File: src/rtl/network_stream_adapter.sv
// network_stream_adapter: word-stream glue around the LSTM network core (collect, fire, wait, drain)
module network_stream_adapter #(
   parameter int INPUT_SZ       = 2,
   parameter int OUTPUT_SZ      = 1,
   parameter int QN             = 6,
   parameter int QM             = 11,
   parameter int TIMEOUT_CYCLES = 0,
   parameter int BITWIDTH       = QN + QM + 1
) (
   input  logic                          clock,
   input  logic                          reset,
   input  logic [BITWIDTH-1:0]           s_data,
   input  logic                          s_valid,
   output logic                          s_ready,
   output logic [BITWIDTH*INPUT_SZ-1:0]  net_inputVec,
   output logic                          net_newSample,
   input  logic                          net_dataReady,
   input  logic [BITWIDTH*OUTPUT_SZ-1:0] net_outputVec,
   output logic [BITWIDTH-1:0]           m_data,
   output logic                          m_valid,
   input  logic                          m_ready,
   output logic                          busy,
   output logic                          err_timeout,
   output logic [15:0]                   sample_count
);
   localparam int KW = (INPUT_SZ > 1) ? $clog2(INPUT_SZ) : 1;
   localparam int JW = (OUTPUT_SZ > 1) ? $clog2(OUTPUT_SZ) : 1;
   localparam logic [KW-1:0] K_LAST = KW'(INPUT_SZ - 1);
   localparam logic [JW-1:0] J_LAST = JW'(OUTPUT_SZ - 1);
   localparam logic [31:0] WD_LAST = 32'(TIMEOUT_CYCLES - 1);
   localparam bit WD_EN = (TIMEOUT_CYCLES != 0);

   typedef enum logic [1:0] {ST_IDLE, ST_FIRE, ST_WAIT, ST_DRAIN} state_t;

   state_t                         r_state;
   logic [KW-1:0]                  r_k;
   logic [JW-1:0]                  r_j;
   logic                           r_pending;
   logic                           r_s_ready;
   logic [BITWIDTH*INPUT_SZ-1:0]   r_collect;
   logic [BITWIDTH*INPUT_SZ-1:0]   r_hold;
   logic [BITWIDTH*OUTPUT_SZ-1:0]  r_out;
   logic                           r_dr_q;
   logic                           r_new_sample;
   logic                           r_m_valid;
   logic                           r_err;
   logic [15:0]                    r_count;
   logic [31:0]                    r_wd;

   logic w_accept, w_accept_last, w_take, w_pending_next, w_rise, w_m_fire;

   assign w_accept       = s_valid & r_s_ready;
   assign w_accept_last  = w_accept & (r_k == K_LAST);
   assign w_take         = (r_state == ST_IDLE) & r_pending;
   assign w_pending_next = w_accept_last | (r_pending & ~w_take);
   assign w_rise         = net_dataReady & ~r_dr_q;
   assign w_m_fire       = r_m_valid & m_ready;

   // Collect side: assemble words into the staging vector; ready mirrors the next pending flag
   always_ff @(posedge clock or posedge reset) begin
      if (reset) begin
         r_k       <= '0;
         r_pending <= 1'b0;
         r_s_ready <= 1'b0;
         r_collect <= '0;
      end else begin
         r_pending <= w_pending_next;
         r_s_ready <= ~w_pending_next;
         if (w_accept) begin
            r_collect[r_k*BITWIDTH +: BITWIDTH] <= s_data;
            r_k <= w_accept_last ? '0 : r_k + 1'b1;
         end
      end
   end

   // Issue FSM: fire the held vector, wait for a dataReady rising edge, drain the result
   always_ff @(posedge clock or posedge reset) begin
      if (reset) begin
         r_state      <= ST_IDLE;
         r_j          <= '0;
         r_hold       <= '0;
         r_out        <= '0;
         r_dr_q       <= 1'b0;
         r_new_sample <= 1'b0;
         r_m_valid    <= 1'b0;
         r_err        <= 1'b0;
         r_count      <= '0;
         r_wd         <= '0;
      end else begin
         r_dr_q <= net_dataReady;
         case (r_state)
            ST_IDLE: begin
               if (r_pending) begin
                  r_hold       <= r_collect;
                  r_new_sample <= 1'b1;
                  r_state      <= ST_FIRE;
               end
            end
            ST_FIRE: begin
               r_new_sample <= 1'b0;
               r_wd         <= '0;
               r_state      <= ST_WAIT;
            end
            ST_WAIT: begin
               if (w_rise) begin
                  r_out     <= net_outputVec;
                  r_j       <= '0;
                  r_m_valid <= 1'b1;
                  r_state   <= ST_DRAIN;
               end else if (WD_EN && r_wd == WD_LAST) begin
                  r_err   <= 1'b1;
                  r_state <= ST_IDLE;
               end else begin
                  r_wd <= r_wd + 32'd1;
               end
            end
            ST_DRAIN: begin
               if (w_m_fire) begin
                  if (r_j == J_LAST) begin
                     r_m_valid <= 1'b0;
                     r_count   <= r_count + 16'd1;
                     r_state   <= ST_IDLE;
                  end else begin
                     r_j <= r_j + 1'b1;
                  end
               end
            end
            default: r_state <= ST_IDLE;
         endcase
      end
   end

   assign s_ready       = r_s_ready;
   assign net_inputVec  = r_hold;
   assign net_newSample = r_new_sample;
   assign m_data        = r_out[r_j*BITWIDTH +: BITWIDTH];
   assign m_valid       = r_m_valid;
   assign busy          = (r_state != ST_IDLE);
   assign err_timeout   = r_err;
   assign sample_count  = r_count;
endmodule

File: config.mk
export PLATFORM = sky130hd
export DESIGN_NAME = network_stream_adapter
export DESIGN_NICKNAME = d
export VERILOG_FILES = /design/src/rtl/network_stream_adapter.sv
export SDC_FILE = /design/constraint.sdc
export NUM_CORES = 1
export LEC_CHECK = 0
export CAP_MARGIN = 20
export CORE_MARGIN = 5
export CORE_UTILIZATION = 42
export DETAILED_ROUTE_END_ITERATION = 12
export PLACE_DENSITY = 0.69
export SYNTH_ARGS = -nofsm -noshare
export SYNTH_HDL_FRONTEND = slang
export SYNTH_SLANG_ARGS = --single-unit
export TNS_END_PERCENT = 100
File: constraint.sdc
create_clock -name clock -period 8.9 [get_ports clock]
set_input_delay 2.67 -clock clock [delete_from_list [all_inputs] [get_ports clock]]
set_output_delay 2.67 -clock clock [all_outputs]
set_load 0.005 [all_outputs]
==> out/results.env <==
STATUS='finished, final reports clean'
SYNTHTOPCELLSBYAREA='dfrtp_1, mux2_2, ha_1'
SYN-NUM-NETS=333
FIRST_PASS_GRT_WIRE_LENGTH_UM=14210
IR_DROP_V=0.0001464
FINISH.NET_COUNT=460
CTSROOTBUFFERMASTER='clkbuf_8'
PERIOD_SHARE=0.5093
GATES_RESIZED_CTS_REPAIR=0
DIE-HEIGHT_UM=113.1
POST-SYNTH-TOP-AREA-FRACTION=0.6390
SYNTH-EDFF-COUNT=0
CORE-AREA_UM2=10370
CTS-BUFFERS-INSERTED=17
POWER.DENSITY_CELL_AREA_nW_PER_UM2=367.2
DIE_WIDTH_UM=113.1
ANTENNADIODECOUNT=0
CLOCK_INSERTION_DELAY_WORST_SKEW_PS=500
CP_CELL_SEQUENCE='inv_1 -> ha_1 -> inv_1 -> clkdlybuf4s50_1'
PIN_COUNT=116
MAX_CAP_VIOL_COUNT=0
DETAIL_ROUTE.DRC_VIOLATIONS=0
IO_BUFFERS=114
SYNTH-SEQ-CELLS=114
START_POINT_OF_THE_CRITICAL_PATH='r_state[0]'
NUMBER_OF_ENDPOINTS_FAILING_SETUP_AT_THE_FINAL_STAGE=0
WL_MET3_UM=701
MIN_TCLK_POST_ROUTE_PS=4533
CRITICAL_PATH.ENDPOINT_TYPE='primary output'
ANTENNA_VIOLATIONS_BEFORE_REPAIR=0
WORST_EP_ARRIVAL_TIME_PS=1860
GRT_SETUP_UNREPAIRED='no'
CRITICAL_PATH_CLASS='reg2out'
RR_STARTPOINT='r_state[0]'
LIBRARY_CELL_WITH_THE_LARGEST_SUMMED_AREA_AFTER_SYNTHESIS='dfrtp_1'
POST_ROUTE_CELLS_DRIVE_ABOVE_1_SHARE=0.3028
SYNTHESIS.INSTANCES=286
TIMING.FINAL.HOLD_VIOLATIONS=0
YS_TYPES=30
AREA.GROWTH.SYNTH_TO_FINAL_PCT=43.81
CTS.HOLD.BUFFERS_ADDED=0
CTS_TREE='done'
DRT-WIRELENGTH-PER-CELL_UM=15.53
WORST_CLOCK_SKEW_PS=10.71
DRV_SLEW=0
TRACK_USAGE=0.1411
FLOORPLAN.ROWS=37
SLOWEST_CELL_ON_THE_CRITICAL_PATH='clkdlybuf4s50_1'
HIGHEST_LAYER='met4'
SYNTH_MOST_COMMON_CELL='dfrtp_1'
SYNTHESIS.AREA_UM2=4464
COUNT_OF_TRITONROUTE_ITERATIONS_IN_THE_FIRST_ROUTING_PASS=4
HPWL_UM=6015
CP.REQUIRED_PS=6230
AVGSYNTHCELLAREA_UM2=15.61
HOLD_PATH.CLASS='reg2reg'
PIN_COUNT_OF_THE_BIGGEST_NET_ENTERING_GLOBAL_ROUTING=82
FLOORPLAN.INITIALDENSITY=0.4305
DR_TOTAL_VIAS=2703
CLOCK.FMAX_MHz=220.6
GRT_OVERFLOW=0
SYNTH_FLOP_CELL='dfrtp_1'
TOTAL_LEAKAGE_POWER_nW=2.830
CRIT_BUF_INV=3
TOTAL_ROUTED_WIRELENGTH_UM=8727
ROUTE.MET2.WL_UM=4207
FIRST_GLOBAL_VIAS=2869
DIE-AREA_UM2=12790
HTREE_LEVELS=4
SETUP.WORST_PATH.START_CLASS='flop'
CRIT_TOP_CELL='inv_1'
VIA_PER_INST=4.810
WORST-PATH-MAX-FANOUT=5
POST_CTS_SETUP_BUFFERS=0
GP_CONGESTION=0.7266
CLOCK_SINKS=114
CTS_MAX_PATH_BUFFERS=2
WORST-SLEW-PIN-TRANSITION_PS=908.0
SLEW_HEADROOM=0.3928
POST-LAYOUT-TOTAL-POWER_mW=2.358
ASYNC_FLOP_SHARE=1.000
SYNTH_COMMONEST_CELLS='dfrtp_1, mux2_2, nand2_1'
DRT-INITIAL-DRC-COUNT=74
CRITPATHTOPFAMILY='buffers and inverters'
CRITICAL_PATH.MAX_STAGE_DELAY_PS=510
CLK_PIN_SLEW_WORST_PATHS_PS=60
FINALSETUPTNS_PS=0
YS_WARN_COUNT=1
TIMING.HOLD.WORST.START='sample_count[15]'
DRTANTENNAVIOLNETS=0
M1WIRELENGTH_UM=3736
SYNTH-SEQ-AREA-SHARE=0.6390
-- per-stage QoR --
step	setup slack [ps]	cell area [µm²]	hold slack, ps	std cells	util
after floorplan	3214	4464	460.2	286	-
after global placement	4426	5739	465.4	529	0.5535
after detailed placement	4410	5739	461.4	529	0.5535
after CTS	4322	6392	473.7	561	0.6164
after global routing	4253	6420	506.2	562	0.6191
final	4367	6420	469.4	562	0.6191
-- logic make-up after synthesis --
logic type / synth area share
xor gates and xnor gates: 0.02943
adders and majority gates: 0.01682
DFF: 0.6390
and+or+nand+nor: 0.05185
buffers and inverters: 0.01682
AOI/OAI and AO/OA: 0.01093
muxes: 0.2343
other: 0.0008400
-- layout by cell type (no fill, tap or decap), types with 4 or more instances in the layout --
master and n:
inv_1 6, dfrtp_1 114, clkdlybuf4s50_1 114, nand4_1 4
nand3_1 6, clkbuf_16 16, nand2_1 10, bufinv_16 5
ha_1 6, xor2_1 8, mux2_1 5, mux2_2 87
xnor2_1 7
-- where the power goes --
group	internal [mW]	leakage, nW	switching [mW]
logic	0.497	1.14	0.239
registers	0.756	1.38	0.133
clock network	0.494	0.309	0.239
total	1.75	2.83	0.610
-- worst register-to-register path: cells and delay by family, from the launching register on --
| kind | cells | cell delay [ps] |
|---|---|---|
| AND/OR/NAND/NOR | 1 | 640 |
| buffers and inverters | 1 | 130 |
| multiplexers | 1 | 540 |
| adder cells (fa/ha/maj) | 1 | 240 |
| flip-flops | 1 | 410 |
-- registers in the layout, summed over array words and instances (netlist names), 2 cells and up --
name          flops
r_state           2
r_out            18
r_collect        36
net_inputVec     36
sample_count     16
-- cell type report --
| cell class | count | area [µm²] |
|---|---|---|
| clock buffer | 18 | 427.9 |
| timing repair buffer | 116 | 1176 |
| sequential | 114 | 2853 |
| fill | 806 | 3950 |
| tap | 136 | 170.2 |
| clock inverter | 14 | 225.2 |
| inverter | 7 | 28.78 |
| multi-input combinational | 157 | 1539 |
-- worst paths after layout --
| check | end | slack, ps | depth (start not counted) |
|---|---|---|---|
| worst max-delay path | busy | 4370 | 4 |
| worst min-delay path | sample_count[15] | 470 | 1 |
| worst max register to register | r_out[12] | 6820 | 4 |
| worst min register to register | sample_count[15] | 470 | 1 |
| max in group asynchronous | net_inputVec[24] | 5350 | 4 |
| min in group asynchronous | r_out[1] | 2520 | 2 |
-- per-layer routing --
metal,global-route usage,vias to the layer above
met1,0.1770,1360
met2,0.2180,81
li1,-,1254
met5,0,-
met3,0.06684,8
met4,0.04327,0
Power figures use the tool's default switching activity.
==> RTL change 1 (same settings) <==
Reset style: synchronous (`reset`), changed in 2 clocked blocks.
--- a/src/rtl/network_stream_adapter.sv
+++ b/src/rtl/network_stream_adapter.sv
@@ -57,7 +57,7 @@
    assign w_m_fire       = r_m_valid & m_ready;
 
    // Collect side: assemble words into the staging vector; ready mirrors the next pending flag
-   always_ff @(posedge clock or posedge reset) begin
+   always_ff @(posedge clock) begin
       if (reset) begin
          r_k       <= '0;
          r_pending <= 1'b0;
@@ -74,7 +74,7 @@
    end
 
    // Issue FSM: fire the held vector, wait for a dataReady rising edge, drain the result
-   always_ff @(posedge clock or posedge reset) begin
+   always_ff @(posedge clock) begin
       if (reset) begin
          r_state      <= ST_IDLE;
          r_j          <= '0;
Check against the original RTL: differs if reset is asserted again (counterexample within 4 cycles, from zero or initial values and one cycle with reset high); with reset held inactive, the same outputs for 10 cycles.
==> RTL change 1 against the unedited design <==
  * Worst setup slack better by 36 ps
  * Wire length up 25%
  * Sequential cell count unchanged
  * Design area down 5.4%
  * Maximum frequency up 0.81%
  * Die area down 5.2%
  * Area after synthesis down 5.7%
  * Largest cell class unchanged
Power is not compared: it rests on default switching activity, and its combinational part moved more than twofold at a synthesized area within 25%.
==> RTL change 1: results (changes against the unedited design) <==
- Final nets: 676 (+47%)
- Sequential area share after synthesis: 0.542 (-0.0970)
- CTS tree: built
- Largest net degree at the start of global routing: 118 (+44%)
- R2R depth: 5 (+1)
- Post-Syn Nets: 570 (+71%)
- Share of layout cells above drive strength 1: 0.0672 (-0.236)
- Clk root buf: clkbuf_8
- Post-CTS sizing: 0 (unchanged)
- GRT Total Usage: 0.183 (+0.0415)
- Placer's final routability congestion estimate: 0.867 (+19%)
- Post-layout min period: 4500 ps (-36.2 ps)
- Main synth FF type: dfxtp_1
- Maximum VDD drop: 0.122 mV
- Top sig layer: met4
- Vias in the first global route: 3750 (+31%)
- Total placed cells including tap cells: 741 (+40%)
- Status: complete, no violations
- M1 WL: 4580 um (+23%)
- Max FO, Critical Path: 4 (-1)
- P_leak: 2.10 nW
- RR Startpoint: r_state[0]$_SDFFE_PP0P_
- Ys Warns: 0 (-1)
- Share of synthesized flip-flops with an asynchronous set or reset: 0 (-1.00)
- RR Endpoint: sample_count[15]$_SDFFE_PP0P_
- Port Buffers: 114 (unchanged)
- Initial drt markers: 176 (+140%)
- Worst Skew: 7.49 ps (-3.21 ps)
- Setup Slack @ Placement: 4300 ps (-107 ps)
- Cts bufs inserted: 17 (unchanged)
- Drt via density: 4.95 (+3.0%)
- Routed length per instance: 14.1 um (-9.1%)
- Worst-skew pair later-pin latency: 500 ps (about the same)
- Hold depth: 2 (+1)
- Post-synth top cells: nand2_1, dfxtp_1, a21oi_1, clkbuf_1, nor2_1
- Final HPWL from detailed placement: 7400 um (+23%)
- WHS Endpoint: net_inputVec[27]$_SDFFE_PP0P_
- First-pass GRT wire length: 17300 um (+22%)
- Initial antenna violation count: 0 (unchanged)
- Met2 WL post-DR: 5230 um (+24%)
- Mux cell area share after synthesis: 0.0128 (-0.222)
- Post-synthesis cell type count: 35 (+17%)
- Hold_sp: net_inputVec[27]$_SDFFE_PP0P_
- Relative slew slack: 0.462 (+0.0695)
- Mapped Cells: 523 (+83%)
- Met3 wire len: 766 um (+9.3%)
- H-tree levels: 4 (unchanged)
- Adder-cell share of the synthesized area: 0.0178 (+0.00101)
- 1st-pass router iterations: 5 (+1)
- Post-Synth XOR/XNOR Area: 0.0166 (-0.0128)
- Worst Path Arrival: 1830 ps (-30 ps)
- Filler instances: 892 (+11%)
- Compound-gate portion of the synthesized area: 0.128 (+0.117)
- Top cells by area, synth: dfxtp_1, nand2_1, a21oi_1, clkbuf_1, ha_1
- WL final: 10900 um (+25%)
[RTL change 1: changes by cell type after synthesis, moves of 26 or more]
cell,change
nand2_1,+182
dfxtp_1,+114
dfrtp_1,-114
a21oi_1,+97
mux2_2,-85
clkbuf_1,+26
[RTL change 1: cell type report]
cell class,instances,area [sq um],area share
Tap cell,133,166,0.0274
Sequential cell,114,2280,0.376
Inverter,6,22.5,0.00371
Timing Repair Buffer,118,1200,0.198
Clock buffer,21,459,0.0756
Clock inverter,9,155,0.0256
Multi-Input combinational cell,372,1790,0.294
[RTL change 1: worst max-delay path, cell delays in order (launching register included)]
cell and delay [ps]:
dfxtp_1 380, inv_1 100, ha_1 240, inv_1 90, clkdlybuf4s50_1 520
[RTL change 1: cell families after synthesis]
kind of cell               after synthesis
other                                    1
xor gates and xnor gates                 8
DFF                                    114
adders and majority gates                6
muxes                                    5
AOI/OAI and AO/OA                      106
buffers and inverters                   37
and+or+nand+nor                        246
[RTL change 1: worst max-delay path by stage]
stage | start | endpoint | cells after the start
finish | r_state[0]$_SDFFE_PP0P_ | busy | 4
global route | r_state[0]$_SDFFE_PP0P_ | busy | 4
CTS | r_state[0]$_SDFFE_PP0P_ | busy | 4
detailed placement | m_ready | sample_count[15]$_SDFFE_PP0P_ | 5
global placement | m_ready | sample_count[15]$_SDFFE_PP0P_ | 5
floorplan | m_ready | sample_count[15]$_SDFFE_PP0P_ | 4
[RTL change 1: per-layer routing]
layer | vias to the layer above | global-route usage
met4 | 0 | 0.0906
met3 | 27 | 0.0623
li1 | 1906 | -
met1 | 1795 | 0.219
met2 | 102 | 0.292
met5 | - | 0
[RTL change 1: power by group]
part / leakage [nW] / internal [mW] / switching, mW
Sequential: 0.921 / 0.524 / 0.00933
Clock: 0.288 / 0.473 / 0.226
Combinational: 0.888 / 0.0482 / 0.0523
Total: 2.10 / 1.04 / 0.287
[RTL change 1: per-stage QoR]
stage,hold slack (ps),area (sq um)
4_1_cts,451,6030
3_5_place_dp,444,5420
6_report,450,6070
5_1_grt,469,6070
3_3_place_gp,441,5400
2_1_floorplan,432,4210
==> RTL change 2 (same flow settings) <==
Without the edit above. `INPUT_SZ`: 2 -> 4.
--- a/src/rtl/network_stream_adapter.sv
+++ b/src/rtl/network_stream_adapter.sv
@@ -1,6 +1,6 @@
 // network_stream_adapter: word-stream glue around the LSTM network core (collect, fire, wait, drain)
 module network_stream_adapter #(
-   parameter int INPUT_SZ       = 2,
+   parameter int INPUT_SZ       = 4,
    parameter int OUTPUT_SZ      = 1,
    parameter int QN             = 6,
    parameter int QM             = 11,
Ports: changed (resized net_inputVec); port bits go from 116 to 152. The function was not compared with the original's and may differ.
==> RTL change 2 against the unedited design <==
  * Worst setup slack worse by 340 ps
  * Via count is 110% higher
  * Design area is 62% higher
  * Area after synthesis is 81% higher
  * Wire length is 130% higher
  * Combinational power is 100% higher
  * Sequential power is 52% higher
  * Register-to-register slack worse by 1700 ps
  * Power is 53% higher
  * Sequential cell count is 73 higher
  * Global-route usage is 4.9 points higher
  * Worst hold slack better by 4.6 ps
  * Highest routed layer unchanged
==> RTL change 2: results (changes against the unedited design) <==
- Buffers, non-clock: 156 (+34%)
- Initial drt markers: 404 (+450%)
- Maximum VDD drop: 0.176 mV (+20%)
- NonClk Buf Share: 0.151 (-0.0322)
- Max FO, Critical Path: 20 (+15)
- Pint: 2.34 mW (+34%)
- Final Power: 3.61 mW (+53%)
- Total placed cells including tap cells: 1035 (+96%)
- WL final: 20500 um (+130%)
- Placer's final routability congestion estimate: 0.876 (+21%)
- Setup Slack @ Placement: 3620 ps (-790 ps)
- Post-Syn Nets: 709 (+110%)
- Multi-input gate area: 0.00316 sq mm (+110%)
- First-pass GRT wire length: 33200 um (+130%)
- RR Startpoint: r_k[0]$_DFFE_PP0P_
- Clock power frac: 0.211 (-0.100)
- Invs w/o clock: 13 (+6)
- Mapped Cells: 658 (+130%)
- Clock network share of area: 0.0566 (-0.0452)
- Post-Layout Cell Count: 1068 (+90%)
- Largest net degree at the start of global routing: 128 (+56%)
- Register area: 0.00468 sq mm (+64%)
- FF+latch count, synth: 187 (+64%)
- Final HPWL from detailed placement: 14700 um (+140%)
- Filler instances: 1579 (+96%)
- Vias in the first global route: 5916 (+110%)
- Crit path from: s_valid
- Adder-cell share of the synthesized area: 0.0155 (-0.00130)
- 1st-pass router iterations: 5 (+1)
- Port Buffers: 150 (+32%)
- Final nets: 846 (+84%)
- Post-synthesis cell type count: 48 (+60%)
- Clk root buf: clkbuf_16
- Main synth FF type: dfrtp_1
- Mux cell area share after synthesis: 0.182 (-0.0521)
- Layout clock buffers: 21 (+3)
- Sequential area share after synthesis: 0.580 (-0.0585)
- Worst Skew: 15.9 ps (+5.22 ps)
- Status: complete, no violations
- Flop pwr share: 0.375 (-0.002)
- Share of layout cells above drive strength 1: 0.178 (-0.125)
- Compound-gate portion of the synthesized area: 0.0911 (+0.0802)
- P_leak: 4.72 nW (+67%)
- Post-synth top cells: dfrtp_1, mux2_2, nand2_1, o21ai_0, mux2i_1
- Post-Synth XOR/XNOR Area: 0.0163 (-0.0131)
- Via count: 5695 (+110%)
- Multi-input gate count: 420 (+170%)
- Top cells by area, synth: dfrtp_1, mux2_2, mux2i_1, nand2_1, o21ai_0
==> RTL change 2: worst max-delay path, stage by stage <==
cell	delay, ps
clkdlybuf4s50_1	610
nand3_1	600
or4_4	690
or2_0	370
o31ai_2	260
==> RTL change 2: metal layers <==
layer	GRT usage	up-vias	share of wire
li1	-	2604	-
met1	0.255	2872	0.43
met2	0.314	204	0.49
met3	0.0497	15	0.073
met4	0.0411	0	0.0097
met5	0	-	0
==> RTL change 2: worst paths after layout <==
| kind | endpoint | slack (ps) | depth (start not counted) |
|---|---|---|---|
| worst min-delay path | sample_count[15]$_DFFE_PP0P_ | 470 | 1 |
| min in group asynchronous | r_out[16]$_DFFE_PP0P_ | 2670 | 2 |
| worst min register to register | sample_count[15]$_DFFE_PP0P_ | 470 | 1 |
| worst max-delay path | r_collect[71]$_DFFE_PP0P_ | 4030 | 5 |
| worst max register to register | r_collect[41]$_DFFE_PP0P_ | 5080 | 6 |
| max in group asynchronous | r_collect[51]$_DFFE_PP0P_ | 4710 | 4 |
